--- src/rtl/mem_bus_pkg.sv ---
// Shared data-bus definitions: bridge FSM states, request record and fault causes.
package mem_bus_pkg;

  typedef logic [2:0] dmem_state_t;

  localparam dmem_state_t ST_IDLE    = 3'd0;
  localparam dmem_state_t ST_WAIT    = 3'd1;
  localparam dmem_state_t ST_ISSUE   = 3'd2;
  localparam dmem_state_t ST_CAPTURE = 3'd3;
  localparam dmem_state_t ST_RESP    = 3'd4;
  localparam dmem_state_t ST_FAULT   = 3'd5;

  localparam logic [1:0] DMEM_FAULT_NONE     = 2'd0;
  localparam logic [1:0] DMEM_FAULT_MISALIGN = 2'd1;
  localparam logic [1:0] DMEM_FAULT_RANGE    = 2'd2;
  localparam logic [1:0] DMEM_FAULT_BOTH     = 2'd3;

  typedef struct packed {
    logic [29:0] waddr;
    logic [3:0]  be;
    logic [31:0] wdata;
    logic        is_wr;
  } dmem_req_t;

  // Conflicting strobes win over address problems so the request is answered as a write.
  function automatic logic [1:0] dmem_fault_cause(input logic [31:0] addr, input logic rd,
                                                  input logic wr, input int unsigned words);
    if (rd && wr) return DMEM_FAULT_BOTH;
    if (addr[1:0] != 2'b00) return DMEM_FAULT_MISALIGN;
    if ({2'b00, addr[31:2]} >= words) return DMEM_FAULT_RANGE;
    return DMEM_FAULT_NONE;
  endfunction

endpackage

--- src/rtl/wait_counter.sv ---
// 4-bit wait-state down-counter; saturates at zero instead of wrapping.
module wait_counter (
  input  logic       clk,
  input  logic       rst,
  input  logic       i_load,
  input  logic [3:0] i_load_val,
  input  logic       i_dec,
  output logic       o_zero
);
  logic [3:0] r_cnt;

  always_ff @(posedge clk or negedge rst) begin
    if (!rst)                         r_cnt <= 4'd0;
    else if (i_load)                  r_cnt <= i_load_val;
    else if (i_dec && r_cnt != 4'd0)  r_cnt <= r_cnt - 4'd1;
  end

  assign o_zero = (r_cnt == 4'd0);
endmodule

--- src/rtl/dmem_bridge.sv ---
// CPU data port to single-cycle-read ssram bridge with wait states and fault reporting.
module dmem_bridge
  import mem_bus_pkg::*;
#(
  parameter int WAIT_STATES = 1,
  parameter int ADDR_WORDS  = 1024
) (
  input  logic        clk,
  input  logic        rst,
  input  logic [31:0] cpu_address,
  input  logic        cpu_read_enable,
  input  logic        cpu_write_enable,
  input  logic [3:0]  cpu_byte_enable,
  input  logic [31:0] cpu_write_data,
  output logic [31:0] cpu_read_data,
  output logic        cpu_read_rdy,
  output logic        cpu_write_rdy,
  output logic        cpu_fault,
  output logic [31:0] mem_address,
  output logic        mem_read_enable,
  output logic        mem_write_enable,
  output logic [3:0]  mem_byte_enable,
  output logic [31:0] mem_write_data,
  input  logic [31:0] mem_read_data
);
  localparam bit         LP_HAS_WAIT = (WAIT_STATES > 0);
  localparam logic [3:0] LP_WS_LOAD  = LP_HAS_WAIT ? 4'(WAIT_STATES - 1) : 4'd0;

  dmem_state_t r_state, w_next;
  dmem_req_t   r_req;
  logic [31:0] r_rdata;
  logic        w_req, w_fault, w_accept, w_cnt_load, w_cnt_dec, w_cnt_zero, w_done;

  assign w_req      = cpu_read_enable | cpu_write_enable;
  assign w_fault    = dmem_fault_cause(cpu_address, cpu_read_enable, cpu_write_enable,
                                       ADDR_WORDS) != DMEM_FAULT_NONE;
  assign w_accept   = (r_state == ST_IDLE) && w_req;
  assign w_cnt_load = w_accept && !w_fault && LP_HAS_WAIT;
  assign w_cnt_dec  = (r_state == ST_WAIT);

  wait_counter u_wait (
    .clk        (clk),
    .rst        (rst),
    .i_load     (w_cnt_load),
    .i_load_val (LP_WS_LOAD),
    .i_dec      (w_cnt_dec),
    .o_zero     (w_cnt_zero)
  );

  always_comb begin
    w_next = r_state;
    case (r_state)
      ST_IDLE:    if (w_req) w_next = w_fault ? ST_FAULT : (LP_HAS_WAIT ? ST_WAIT : ST_ISSUE);
      ST_WAIT:    if (w_cnt_zero) w_next = ST_ISSUE;
      ST_ISSUE:   w_next = r_req.is_wr ? ST_RESP : ST_CAPTURE;
      ST_CAPTURE: w_next = ST_RESP;
      default:    w_next = ST_IDLE;
    endcase
  end

  always_ff @(posedge clk or negedge rst) begin
    if (!rst) begin
      r_state <= ST_IDLE;
      r_req   <= '0;
      r_rdata <= 32'd0;
    end else begin
      r_state <= w_next;
      if (w_accept) begin
        r_req.waddr <= cpu_address[31:2];
        r_req.be    <= cpu_byte_enable;
        r_req.wdata <= cpu_write_data;
        r_req.is_wr <= cpu_write_enable;
      end
      // Faulted reads return zero alongside the fault pulse; writes never touch read data.
      if (w_accept && w_fault && !cpu_write_enable) r_rdata <= 32'd0;
      else if (r_state == ST_CAPTURE)               r_rdata <= mem_read_data;
    end
  end

  assign w_done           = (r_state == ST_RESP) || (r_state == ST_FAULT);
  assign cpu_read_data    = r_rdata;
  assign cpu_read_rdy     = w_done && !r_req.is_wr;
  assign cpu_write_rdy    = w_done && r_req.is_wr;
  assign cpu_fault        = (r_state == ST_FAULT);
  assign mem_read_enable  = (r_state == ST_ISSUE) && !r_req.is_wr;
  assign mem_write_enable = (r_state == ST_ISSUE) && r_req.is_wr;
  assign mem_address      = {2'b00, r_req.waddr};
  assign mem_byte_enable  = r_req.be;
  assign mem_write_data   = r_req.wdata;
endmodule

--- config.mk ---
export PLATFORM = sky130hd
export DESIGN_NAME = dmem_bridge
export DESIGN_NICKNAME = d
export VERILOG_FILES = /design/src/rtl/mem_bus_pkg.sv /design/src/rtl/wait_counter.sv /design/src/rtl/dmem_bridge.sv
export SDC_FILE = /design/constraint.sdc
export NUM_CORES = 1
export LEC_CHECK = 0
export CORE_ASPECT_RATIO = 0.7
export CORE_MARGIN = 4
export CORE_UTILIZATION = 40
export CTS_BUF_LIST = sky130_fd_sc_hd__clkbuf_8
export DETAILED_ROUTE_END_ITERATION = 8
export GPL_TIMING_DRIVEN = 1
export PLACE_DENSITY = 0.91
export SYNTH_ARGS = -nofsm -noshare
export SYNTH_HDL_FRONTEND = slang
export SYNTH_HIERARCHICAL = 1
export SYNTH_SLANG_ARGS = --single-unit
export TNS_END_PERCENT = 30
--- constraint.sdc ---
create_clock -name clk -period 2.15 [get_ports clk]
set_clock_uncertainty 0.1 [all_clocks]
set_input_delay 0.43 -clock clk [delete_from_list [all_inputs] [get_ports clk]]
set_output_delay 0.43 -clock clk [all_outputs]
set_load 0.03 [all_outputs]
# [Yosys cells after proc, flatten, opt, wreduce, memory -nomap -nowiden]
# Index checks and enable logic that the tools add are counted.
[op_classes] n_lt_le_gt_ge=1 eq_ne=7 n_reduce_logical=22 bitwise_logic=1 n_addsub=1 n_mux=21
[ops] operator="$mux W32" n=2
[ops] operator="$ge A30 B11 Y1 const B" n=1
[ops] operator="$mux W2" n=6
[ops] operator="$mux W3" n=4
[ops] operator="$pmux W3 S4" n=1
[ops] operator="$logic_and A1 B1 Y1" n=10
[ops] operator="$mux W4" n=2
[ops] operator="$reduce_bool A2 Y1" n=4
[ops] operator="$eq A3 B2 Y1 const B" n=2
[ops] operator="$eq A3 B3 Y1 const B" n=2
[ops] operator="$mux W1" n=6
[ops] operator="$logic_not A4 Y1" n=1
[ops] operator="$ne A2 B2 Y1 const B" n=2
[ops] operator="$reduce_bool A4 Y1" n=1
[ops] operator="$sub A4 B1 Y4 const B" n=1
[ops] operator="$eq A3 B1 Y1 const B" n=1
[ops] operator="$logic_not A1 Y1" n=3
[ops] operator="$logic_not A3 Y1" n=1
[ops] operator="$reduce_and A2 Y1" n=1
[ops] operator="$logic_or A1 B1 Y1" n=1
[ops] operator="$or A1 B1 Y1" n=1
[totals] register_bits=106

# [Depth between registers and ports, before layout]
[logic_depth] depth_word=12 mapped_depth=8 mapped_depth_nobuf=6

# [Modules after synthesis]
# The synthesis kept the hierarchy.
[modules_own_cells] mod="dmem_bridge" seq_area_each_um2=2552.4 instances=1 cells_per_inst=350 area_per_inst_um2=4613.2
[modules_own_cells] mod="wait_counter" seq_area_each_um2=100.1 instances=1 cells_per_inst=27 area_per_inst_um2=270.3

# [Worst setup path after synthesis]
# No wires, ideal clock.
[synth_path] kind="reg-to-output" startpoint="register r_state[1]" endpoint="output port mem_read_enable" arrival_time_ps=1659 required_ps=1620 stages_incl_launch_ff=3 path_slack_ps=-39 path_cell_list="dfrtp_1 -> clkbuf_1 -> nor4b_1"
[synth_between] elab_chain_len=2
[synth_lines] item="start: declaration" line_no="dmem_bridge.sv:29" rtl="dmem_state_t r_state, w_next;"
[synth_lines] item="start signal: assignment" line_no="dmem_bridge.sv:67" rtl="r_state <= w_next;"
[synth_lines] item="$eq A3 B2 Y1" line_no="dmem_bridge.sv:85" rtl="assign mem_read_enable = (r_state == ST_ISSUE) && !r_req.is_wr;"
[synth_lines] item="$logic_and A1 B1 Y1" line_no="dmem_bridge.sv:85"
[synth_lines] item="end: declaration" line_no="dmem_bridge.sv:20" rtl="output logic mem_read_enable,"
# Every way passes these cells.

# [Worst setup path after layout]
[layout_path] startpoint="input port cpu_address[22]" endpoint="register u_wait.r_cnt[3]"
[layout_between] elab_chain_len=11 elab_cells_between_ends=13 classes_between="1 x order compare; 8 x mux; 4 x reduce/logical"
[layout_lines] item="start: declaration" line_no="dmem_bridge.sv:10" rtl="input logic [31:0] cpu_address,"
[layout_lines] item="$ge A30 B11 Y1 (*)" line_no="mem_bus_pkg.sv:30" rtl="if ({2'b00, addr[31:2]} >= words) return DMEM_FAULT_RANGE;"
[layout_lines] item="$mux W1 (2 in series)" line_no="mem_bus_pkg.sv:30"
[layout_lines] item="$mux W1" line_no="mem_bus_pkg.sv:29" rtl="if (addr[1:0] != 2'b00) return DMEM_FAULT_MISALIGN;"
[layout_lines] item="$mux W2 (*)" line_no="mem_bus_pkg.sv:31" rtl="return DMEM_FAULT_NONE;"
[layout_lines] item="$mux W2 (*)" line_no="mem_bus_pkg.sv:30"
[layout_lines] item="$mux W2 (*)" line_no="mem_bus_pkg.sv:29"
[layout_lines] item="$reduce_bool A2 Y1 (*)" line_no="dmem_bridge.sv:35" rtl="assign w_fault = dmem_fault_cause(cpu_address, cpu_read_enable, cpu_write_enable,"
[layout_lines] item="$logic_not A1 Y1 (*)" line_no="dmem_bridge.sv:38" rtl="assign w_cnt_load = w_accept && !w_fault && LP_HAS_WAIT;"
[layout_lines] item="$logic_and A1 B1 Y1 (*)" line_no="dmem_bridge.sv:38"
[layout_lines] item="net w_cnt_load" line_no="dmem_bridge.sv:32" rtl="logic w_req, w_fault, w_accept, w_cnt_load, w_cnt_dec, w_cnt_zero, w_done;"
[layout_lines] item="$mux W4 / $reduce_bool A2 Y1 (equally long branches)"
[layout_lines] item="end signal: assignment" line_no="wait_counter.sv:14" rtl="else if (i_load) r_cnt <= i_load_val;"
[layout_lines] item="end signal: assignment" line_no="wait_counter.sv:15" rtl="else if (i_dec && r_cnt != 4'd0) r_cnt <= r_cnt - 4'd1;"
[layout_lines] item="end: declaration" line_no="wait_counter.sv:10" rtl="logic [3:0] r_cnt;"
# The timed path passes the listed nets; every way through them passes the cells marked *. The select of a mux whose other input is x is not followed.
# A chain may end at the register's enable or synchronous reset.

==> metrics.md <==
| Metric | Value |
|---|---|
| Hold_ws | -0.02623 ns |
| Die Span X | between 100 and 150 microns |
| Vias in the first global route | between 3000 and 4000 |
| Die area | 14070 sq um |
| R2R depth | 5 |
| Worst Tran Pin Value | ~0.6 ns |
| Final setup margin | about 0.023 ns |
| Detail Route Antenna Nets | 0 |
| First-pass GRT wire length | 18.54 mm |
| Reg-to-Reg Start | r_state[2] |
| Worst path max stage delay | 0.55 ns |
| RSZ-0062 raised after global routing | yes |
| Switching part of the total | roughly 40% |
| Gate power share | 54.6% |
| Worst skew pair latency | roughly 0.36 ns |
| Post-CTS Hold Fix Bufs | 0 |
| Area leader, netlist | dfrtp_1 |
| Fraction of layout cells with a size suffix above 1 | 18.57% |
| Max Buffers Root-to-Sink | 2 |
| Die H | about 100 microns |
| Register area share after synthesis | ~54% |
| Peak VDD IR | around 0.00094 V |
| Largest family of logic cells by synthesized area | multiplexers |
| Vias post-DR | between 3000 and 4000 |
| Failing checks | hold timing |
| Largest net degree at the start of global routing | 107 |
| GR Util All Layers | 16.65% |
| CORE AREA | 11810 sq um |
| Switching power total | 4.178 mW |
| H-tree depth | 3 |
| Post-synthesis adder-cell area fraction | less than 1% |
| DR WL/cell | ~17 microns |
| Synth Area in Compound Gates | 2.921% |
| Seq cells post-synth | 106 |
| Highest-delay cell along the critical path | or4_4 |
| DR pass1 iterations | 5 |
| Standard-cell row count | 33 |
| Post-synthesis simple-gate area fraction | approximately 7.4% |
| Total CTS buffers | 9 |
| Final setup viols | 0 |
| Worst setup path category | in -> reg |
| Netlist Area Pre-Place | 4883 sq um |
| Crit path required time | roughly 2.3 ns |
| Area contributors post-synth | dfrtp_1 (54%), mux2_2 (12%), buf_4 (11%) |
| Clk pwr share | approximately an eighth |
| Pre-CTS setup slack | -0.4218 ns |
| Placed cell count | roughly 680 |
| Top-count cell post-synth | dfrtp_1 |
| XOR/XNOR Fraction of Synth Area | 0% |
| Slew Viols, Final | 0 |
| Non-filler cells, final | slightly below 700 |
| ANT cells | 0 |
| Hold WC Path Type | in -> async |
| Reg power frac | 32.8% |
| Total grt overflow | 0 |
| Tcrit/Tclk final | 98.94% |
| Leak Pwr | 3.118 nW |
| CTS tree | done |
| Startpoint Class | input pin |
| Port bufs | around 200 |
| Initial antenna violation count | 0 |
| WP depth | 6 |
| Syn avg cell area | ~13 sq um |
| Nets@finish | between 600 and 700 |
| WL final | roughly 12 mm |
| Primary FF master, synth | dfrtp_1 |
| Clock-pin slew on the worst setup and hold paths | around 0.1 ns |
| Cell Pwr Density | about 1500 nW/um^2 |
| Worst setup endpoint | u_wait/r_cnt[3] |
| Clock sinks | roughly 110 |
| Warnings, synthesis | 6 |
| Pwr Total | approximately 10 mW |
| HPWL Detailed | between 8 and 9 mm |
| Delay-heaviest family, CP | simple AND/OR/NAND/NOR gates |
| Crit path buf inv count | 1 |
| Starting Density | about two fifths |
| Postcts setup bufs | 0 |
| Yosys top cell area share | between 50% and 60% |
| Crit path from | cpu_address[22] |
| Max-cap violation count | 0 |
| Via/cell ratio | around 4.7 |
| Most frequent cells after synthesis | dfrtp_1 (106), buf_4 (74), mux2_2 (53) |
| Internal Dissipation | between 6 and 7 mW |
| Area delta synth->final | 41.20% |
| FMAX | ~470 MHz |
| RD Place Congestion | between 0.8 and 0.9 |
| Arrival time worst endpoint | 2.28 ns |
| Run status | finished, violations left |
| Clk root buf | clkbuf_8 |
| Worst slew margin | 58.92% |
| Boundary pin count | roughly 210 |
| Final Hold Viols | 19 |
| Initial DRC Count | around 120 |
| Multiplexer share of the synthesized area | a little over a fifth |
| Crit. End Element | flip-flop |
| Cell count after synthesis | between 300 and 400 |
| EDFF count, synth | 0 |
| CP cell instances | clkdlybuf4s50_1 -> or4_4 -> a2111oi_4 -> and3_4 -> nor3_1 -> a221o_1 |
| Distinct cells, synth | between 40 and 50 |
| Min Tclk post-route | approximately 2.1 ns |
| Crit-path max FO | 7 |
| Drt drc | 0 |
| Async SR Flop Fraction | 100.0% |
| Reg2Reg Setup Slack | around 0.11 ns |
| Reg2reg end | mem_write_data[30] |
-- worst min-delay path by stage --
stage	startpoint	endpoint	slack, ns
after floorplan	rst	cpu_read_data[0]	0.03
after global placement	mem_address[28]	mem_address[28]	0.37
after detailed placement	mem_address[26]	mem_address[26]	0.38
after CTS	rst	mem_address[14]	0.04
after global routing	rst	mem_address[24]	0.02
final	rst	mem_address[14]	-0.03
-- timing repair --
action                     in CTS  in global routing
hold endpoints to repair        0                  0
setup endpoints to repair       6                  5
gates resized for setup        12                  6
pin swaps                       0                  1
-- cell usage in the layout, fill, tap and decap left out, types with 3 or more instances in the layout --
master / netlist / layout
buf_4: 74 / 14
mux2_1: 13 / 13
dfrtp_1: 106 / 104
nand3b_1: 3 / 3
dlygate4sd2_1: 0 / 3
mux2_2: 53 / 53
a21oi_1: 5 / 5
clkbuf_8: 0 / 9
inv_1: 3 / 4
mux2i_1: 32 / 32
conb_1: 1 / 6
nand2_1: 5 / 5
nor2_1: 34 / 34
nor4_1: 4 / 4
nor3b_1: 3 / 3
clkdlybuf4s50_1: 0 / 199
o21ai_0: 3 / 3
buf_12: 0 / 3
-- final cells by class --
| type | count | area, sq um |
|---|---|---|
| Timing Repair Buffer | 222 | 2206 |
| Clock buffer | 9 | 123.9 |
| Fill cell | 915 | 4913 |
| Clock inverter | 6 | 83.83 |
| Tap cell | 157 | 196.4 |
| Sequential cell | 106 | 2655 |
| Multi-Input combinational cell | 187 | 1619 |
| Inverter | 3 | 11.26 |
-- stage by stage --
step	area (sq um)	TNS (ns)	hold slack (ns)	util, %
final	6895	0	-0.02623	58.39
after CTS	6895	0	0.03985	58.39
after detailed placement	6686	-14.74	0.3775	56.62
after floorplan	4908	-0.02171	0.03441	-
after global placement	6686	-11.77	0.3688	56.62
after global routing	6895	-0.07880	0.02205	58.39
-- power by group through the flow --
stage,logic [mW],clock network (mW),registers [mW]
6_report,5.66,1.31,3.40
3_3_place_gp,5.60,0,3.37
4_1_cts,5.72,1.36,3.41
3_5_place_dp,5.72,0,3.44
2_1_floorplan,4.12,0,3.56
5_1_grt,5.99,1.45,3.53
-- logic make-up (layout without fill, tap and decap cells) --
family / Yosys count / after routing
fa+ha+maj: 1 / 1
compound gates: 17 / 17
other cells: 1 / 6
simple gates: 65 / 65
flops: 106 / 106
buf+inv: 89 / 240
mux: 98 / 98
-- per-layer routing --
metal / vias to the layer above / GRT usage, % / part of all wire [%]
met2: 168 / 27.48 / 48
met1: 1550 / 19.65 / 40
met5: - / 0 / 0
li1: 1520 / - / -
met4: 0 / 4.765 / 1.6
met3: 13 / 7.857 / 11
-- sequential cells by signal, indices dropped and copies added, names as in the netlist --
register,flops
cpu_read_data,32
mem_write_data,32
mem_address,30
mem_byte_enable,4
u_wait/r_cnt,4
r_state,3
r_req,1
No activity file was read; power rests on OpenSTA's default activity.
